`src/rtl/pdpu_chunk_sched.sv`:
```
// pdpu_chunk_sched
// Job sequencer in front of the N-lane posit dot-product datapath. A job of
// length L is cut into ceil(min(L,MAX_LEN)/N) beats. Each beat carries a lane
// mask, first/last flags (accumulator clear/commit) and its index. After the
// last beat the block waits out the datapath latency and then reports
// completion. Only one job is in flight at a time.
//
// Ports
//   clk_i, rst_ni              clock, async active-low reset
//   abort_i                    synchronous abort, overrides every handshake
//   job_valid_i/job_ready_o    job request handshake, job_len_i = L
//   beat_*                     beat stream to the datapath (valid/ready)
//   done_*                     completion record (valid/ready)
//   busy_o                     a job is in progress (state != IDLE)
//
// state  | meaning
// IDLE   | waiting for a job, job_ready_o high
// ISSUE  | offering beat idx_q to the datapath
// DRAIN  | last beat accepted, counting down the pipeline latency
// DONE   | completion record offered until done_ready_i

module pdpu_chunk_sched #(
  parameter int N        = 4,
  parameter int MAX_LEN  = 256,
  parameter int PIPE_LAT = 3,
  parameter int LEN_W    = ((MAX_LEN + 1) > 1) ? $clog2(MAX_LEN + 1) : 1,
  parameter int CNT_W    = (((MAX_LEN + N - 1) / N + 1) > 1) ?
                           $clog2((MAX_LEN + N - 1) / N + 1) : 1
) (
  input  logic             clk_i,
  input  logic             rst_ni,
  input  logic             abort_i,
  input  logic             job_valid_i,
  output logic             job_ready_o,
  input  logic [LEN_W-1:0] job_len_i,
  output logic             beat_valid_o,
  input  logic             beat_ready_i,
  output logic [CNT_W-1:0] beat_idx_o,
  output logic [N-1:0]     beat_mask_o,
  output logic             beat_first_o,
  output logic             beat_last_o,
  output logic             done_valid_o,
  input  logic             done_ready_i,
  output logic [CNT_W-1:0] done_beats_o,
  output logic             done_empty_o,
  output logic             done_err_o,
  output logic             busy_o
);

  localparam int LOG2N  = $clog2(N);
  localparam int PCNT_W = (PIPE_LAT > 1) ? $clog2(PIPE_LAT + 1) : 1;

  typedef enum logic [1:0] {
    IDLE  = 2'd0,
    ISSUE = 2'd1,
    DRAIN = 2'd2,
    DONE  = 2'd3
  } state_e;

  state_e              state_q, state_d;
  logic [LEN_W-1:0]    len_q, len_d;
  logic [CNT_W-1:0]    beats_q, beats_d;
  logic [CNT_W-1:0]    idx_q, idx_d;
  logic [PCNT_W-1:0]   cnt_q, cnt_d;
  logic                empty_q, empty_d;
  logic                err_q, err_d;

  logic                len_over;
  logic [LEN_W-1:0]    len_eff;
  logic [LEN_W:0]      len_round;
  logic                is_last;
  logic [N-1:0]        mask;

  // Clamp and beat count are computed from the live request; only latched on accept.
  assign len_over  = job_len_i > LEN_W'(MAX_LEN);
  assign len_eff   = len_over ? LEN_W'(MAX_LEN) : job_len_i;
  assign len_round = {1'b0, len_eff} + (LEN_W + 1)'(N - 1);

  assign is_last = (idx_q == beats_q - CNT_W'(1));

  // Lane k live iff idx*N + k < Leff; covers both full beats and the short tail.
  always_comb begin
    logic [31:0] base;
    mask = '0;
    base = 32'(idx_q) << LOG2N;
    for (int k = 0; k < N; k++) begin
      mask[k] = (base + 32'(k)) < 32'(len_q);
    end
  end

  always_comb begin
    state_d = state_q;
    len_d   = len_q;
    beats_d = beats_q;
    idx_d   = idx_q;
    cnt_d   = cnt_q;
    empty_d = empty_q;
    err_d   = err_q;

    unique case (state_q)
      IDLE: begin
        if (job_valid_i) begin
          len_d   = len_eff;
          beats_d = CNT_W'(len_round >> LOG2N);
          err_d   = len_over;
          idx_d   = '0;
          if (len_eff == '0) begin
            empty_d = 1'b1;
            state_d = DONE;
          end else begin
            empty_d = 1'b0;
            state_d = ISSUE;
          end
        end
      end
      ISSUE: begin
        if (beat_ready_i) begin
          if (!is_last) begin
            idx_d = idx_q + CNT_W'(1);
          end else if (PIPE_LAT == 0) begin
            state_d = DONE;
          end else begin
            cnt_d   = PCNT_W'(PIPE_LAT);
            state_d = DRAIN;
          end
        end
      end
      DRAIN: begin
        if (cnt_q <= PCNT_W'(1)) begin
          cnt_d   = '0;
          state_d = DONE;
        end else begin
          cnt_d = cnt_q - PCNT_W'(1);
        end
      end
      DONE: begin
        if (done_ready_i) begin
          state_d = IDLE;
        end
      end
      default: state_d = IDLE;
    endcase

    // Abort beats any handshake in the same cycle, including a job accept.
    if (abort_i) begin
      state_d = IDLE;
      len_d   = len_q;
      beats_d = beats_q;
      idx_d   = idx_q;
      cnt_d   = '0;
      empty_d = empty_q;
      err_d   = err_q;
    end
  end

  always_ff @(posedge clk_i or negedge rst_ni) begin
    if (!rst_ni) begin
      state_q <= IDLE;
      len_q   <= '0;
      beats_q <= '0;
      idx_q   <= '0;
      cnt_q   <= '0;
      empty_q <= 1'b0;
      err_q   <= 1'b0;
    end else begin
      state_q <= state_d;
      len_q   <= len_d;
      beats_q <= beats_d;
      idx_q   <= idx_d;
      cnt_q   <= cnt_d;
      empty_q <= empty_d;
      err_q   <= err_d;
    end
  end

  // Payloads are gated by their valid so downstream never sees stale data.
  always_comb begin
    job_ready_o  = (state_q == IDLE);
    busy_o       = (state_q != IDLE);
    beat_valid_o = (state_q == ISSUE);
    beat_idx_o   = beat_valid_o ? idx_q : '0;
    beat_mask_o  = beat_valid_o ? mask : '0;
    beat_first_o = beat_valid_o && (idx_q == '0);
    beat_last_o  = beat_valid_o && is_last;
    done_valid_o = (state_q == DONE);
    done_beats_o = done_valid_o ? beats_q : '0;
    done_empty_o = done_valid_o && empty_q;
    done_err_o   = done_valid_o && err_q;
  end

endmodule
```
`config.mk`:
```
export PLATFORM = sky130hd
export DESIGN_NAME = pdpu_chunk_sched
export DESIGN_NICKNAME = d
export VERILOG_FILES = /design/src/rtl/pdpu_chunk_sched.sv
export SDC_FILE = /design/constraint.sdc
export NUM_CORES = 1
export LEC_CHECK = 0
export ABC_AREA = 1
export BUFFER_PORTS_ARGS = -buffer_cell sky130_fd_sc_hd__buf_2
export CORE_AREA = 5 5 81 83
export CTS_CLUSTER_DIAMETER = 30
export CTS_CLUSTER_SIZE = 24
export DETAILED_ROUTE_END_ITERATION = 8
export DIE_AREA = 0 0 86 88
export MAX_ROUTING_LAYER = met4
export SLEW_MARGIN = 25
export SYNTH_ARGS = -nofsm -noshare
export SYNTH_HDL_FRONTEND = slang
export SYNTH_SLANG_ARGS = --single-unit
export TNS_END_PERCENT = 5
```
`constraint.sdc`:
```
create_clock -name clk_i -period 1.99 [get_ports clk_i]
set_input_delay 0.2985 -clock clk_i [delete_from_list [all_inputs] [get_ports clk_i]]
set_output_delay 0.2985 -clock clk_i [all_outputs]
set_load 0.005 [all_outputs]
```
==> results.md <==
- Clock transition at path regs: 0.07 ns
- Routed WL: around 5700 um
- Ys Warns: 0
- Starting Density: about two fifths
- Yosys top cell by area: dfrtp_1
- DRT iter0 DRCs: 84
- Vias in the first global route: just over 2k
- FF+latch count, synth: 29
- DRC: 0
- Per-cell routed wire length: 12.2 um
- Max-cap violation count: 0
- Synthesized cell area: around 0.0022 sq mm
- Status: complete, but fails checks
- Failing checks: setup timing
- RSZ-0062 raised after global routing: true
- Worst path required time: around 1.7 ns
- ANT nets after route: 0
- Crit path cell chain: ha_1 > a21oi_1 > o21ai_0 > nand2_1 > nand2_1 > nor2_1 > o21a_1 > buf_2
- Top cells by area, synth: dfrtp_1 32%, nand2_1 18%, inv_1 10%
- Cts bufs inserted: 5
- Yosys top cell area share: 32.3%
- Hold crit path type: primary input to async pin
- Die Area: between 0.007 and 0.008 sq mm
- Reg2Reg Depth: 9
- Antenna Cells: 0
- Gr ovfl total: 0
- TritonRoute pass-1 iters: 4
- Worst hold slack: roughly 0.058 ns
- Skew-Pair Late Insertion Delay: roughly 0.28 ns
- CTS Hold Bufs: 0
- Port Buffers: 40
- Tmin final: ~2.1 ns
- Setup crit start kind: flop
- Core region area: roughly 0.0058 sq mm
- CP max FO: 5
- Row cnt: 28
- Die Wd: 86 um
- Leakage: about 1.6 nW
- Relative slew slack: 53.5%
- Critical path endpoint category: output pin
- Area Growth Syn to Fin: 21.4%
- Fmax: 0.469 GHz
- Highest-delay cell along the critical path: dfrtp_1
- Synthesized netlist net count: about 370
- Reg2Reg Launch Point: state_q[0]$_DFFE_PN0P_
- CTS max path bufs: 2
- Top-level I/O count: between 40 and 50
- Largest net degree at the start of global routing: 30
- Layout net count: roughly 420
- Cell count after synthesis: about 340
- Crit path buf inv count: 1
- Unique masters post-synth: 35
- # setup viols final: 4
- Worst slew pin tran: roughly 0.7 ns
- Initial antenna violation count: 0
- Max IR drop VDD: 0.000489 V
- Share of cells above drive strength 1: a little under a quarter
- Final setup margin: -0.144 ns
- Avg Cell Area, Syn: 6.70 sq um
- CTS tree: built
- Slew Viols, Final: 0
- Die Ht: ~88 um
- Reg area: 727 sq um
- Clock Sinks: 29
- Pwr/cell area: about 1200 mW/mm^2
- Via Count: approximately 2.2k
- Tcrit/Tclk final: 107%
- Fillers: slightly above 600
- Max stage delay on crit path: between 0.4 and 0.5 ns
- R2R Setup Slk: 0.03 ns
- CP dominant cell by count: nand2_1
- Clock Skews: between 0.005 and 0.006 ns
- Gpl congestion: ~0.91
- Hold Fails Final Rpt: 0
- First-pass GRT wire length: between 9000 and 10,000 um
- CTS Root Cell: clkbuf_8
- Sequential element share of the synthesized area: roughly a third
- Total track usage: between 10% and 20%
- Crit path kind: flop to output pin
- CP Data Arrival Time: between 1.5 and 2 ns
- Multi-input gate area: between 0.001 and 0.0015 sq mm
- DP HPWL: 4430 um
- Vias per cell: between 4 and 5
- Final setup TNS: -0.236 ns
- CTS HTree Levels: 2
- Reg2Reg Capture Point: beats_q[2]$_DFFE_PN0P_
- CP delay by family, top: compound AO/OA/AOI/OAI gates
-- power breakdown --
group / switching (mW) / internal, mW / total [mW]
clock network: 0.234 / 0.242 / 0.476
logic: 1.03 / 0.715 / 1.74
registers: 0.198 / 0.804 / 1.00
-- how the worst max path moves through the flow --
stage	to	cells after the start	slack, ns	startpoint
6_report	beat_mask_o[2]	8	-0.14	idx_q[3]$_DFFE_PN0P_
5_1_grt	beat_mask_o[2]	9	-0.24	state_q[1]$_DFFE_PN0P_
4_1_cts	beat_mask_o[2]	9	-0.15	state_q[1]$_DFFE_PN0P_
3_5_place_dp	beat_mask_o[2]	9	0.12	state_q[1]$_DFFE_PN0P_
3_3_place_gp	beat_mask_o[2]	9	0.16	state_q[1]$_DFFE_PN0P_
2_1_floorplan	beat_mask_o[2]	9	0.07	state_q[1]$_DFFE_PN0P_
-- synth_stat cells (all sizes together) --
cell / instances
ha: 15
inv: 65
nor2: 26
a31oi: 2
xnor2: 2
a221oi: 1
o31ai: 1
o21ai: 28
nand3: 22
o221ai: 1
dfrtp: 29
nor4: 2
or2: 3
clkbuf: 3
nand3b: 2
nand2: 108
nand4: 3
a21oi: 8
a21boi: 1
nor3: 1
o21a: 3
o211ai: 1
buf: 6
xor2: 3
-- state kept, by name (all words and copies together) (netlist names) --
signal   count
idx_q        7
beats_q      7
empty_q      1
err_q        1
cnt_q        2
state_q      2
len_q        9
-- through the flow --
stage	total power [mW]	area, sq um	util (%)	cells	worst slack [ns]
3_3_place_gp	2.60	2570	44.5	453	0.158
3_5_place_dp	2.63	2570	44.5	453	0.120
2_1_floorplan	2.12	2250	-	336	0.0748
6_report	3.22	2730	47.2	465	-0.144
4_1_cts	3.21	2710	46.9	464	-0.145
5_1_grt	3.55	2730	47.2	465	-0.238
-- placed cells by master (no fill, tap or decap), types with 2 or more instances in the layout --
| cell type | instances |
|---|---|
| nand4_1 | 2 |
| inv_1 | 56 |
| clkinv_2 | 2 |
| ha_4 | 3 |
| clkbuf_8 | 5 |
| o21a_1 | 3 |
| inv_2 | 9 |
| o21ai_0 | 20 |
| nor2_2 | 5 |
| nor4_1 | 2 |
| o21ai_1 | 5 |
| nand3_2 | 2 |
| or2_2 | 2 |
| xor2_1 | 3 |
| nand2_1 | 105 |
| buf_2 | 40 |
| o21ai_2 | 3 |
| a21oi_1 | 8 |
| a31oi_1 | 2 |
| nand3b_1 | 2 |
| nor2_1 | 21 |
| ha_1 | 12 |
| xnor2_1 | 2 |
| buf_4 | 15 |
| dfrtp_1 | 28 |
| nand2_2 | 2 |
| nand3_1 | 20 |
-- kinds of logic (layout without fill, tap and decap cells) --
kind of cell,count (synthesis),in the layout,synth area share [%]
buffers and inverters,74,128,13.3
AND/OR/NAND/NOR,167,167,32.0
flip-flops,29,29,32.3
adder cells (fa/ha/maj),15,15,8.34
AO/OA/AOI/OAI,46,46,12.1
XOR/XNOR,5,5,1.95
-- cell type report --
cell class | instances | share of cell area (%)
clock inverter | 2 | 0.367
tap | 75 | 3.44
multi-input combinational | 233 | 46.5
clock buffer | 6 | 2.66
inverter | 65 | 8.94
timing repair buffer | 55 | 11.5
sequential | 29 | 26.6
-- timing repair --
| action | in CTS | in global routing |
|---|---|---|
| setup endpoints to repair | 5 | 23 |
| setup buffers | 3 | 1 |
| resized for setup | 7 | 7 |
| pin swaps | 7 | 8 |
-- metal layers --
metal | GRT usage, % | wire length (um)
met1 | 20.4 | 2680
met2 | 26.3 | 2730
met3 | 2.45 | 207
met4 | 5.47 | 49
met5 | - | 0
Power figures use the tool's default switching activity.
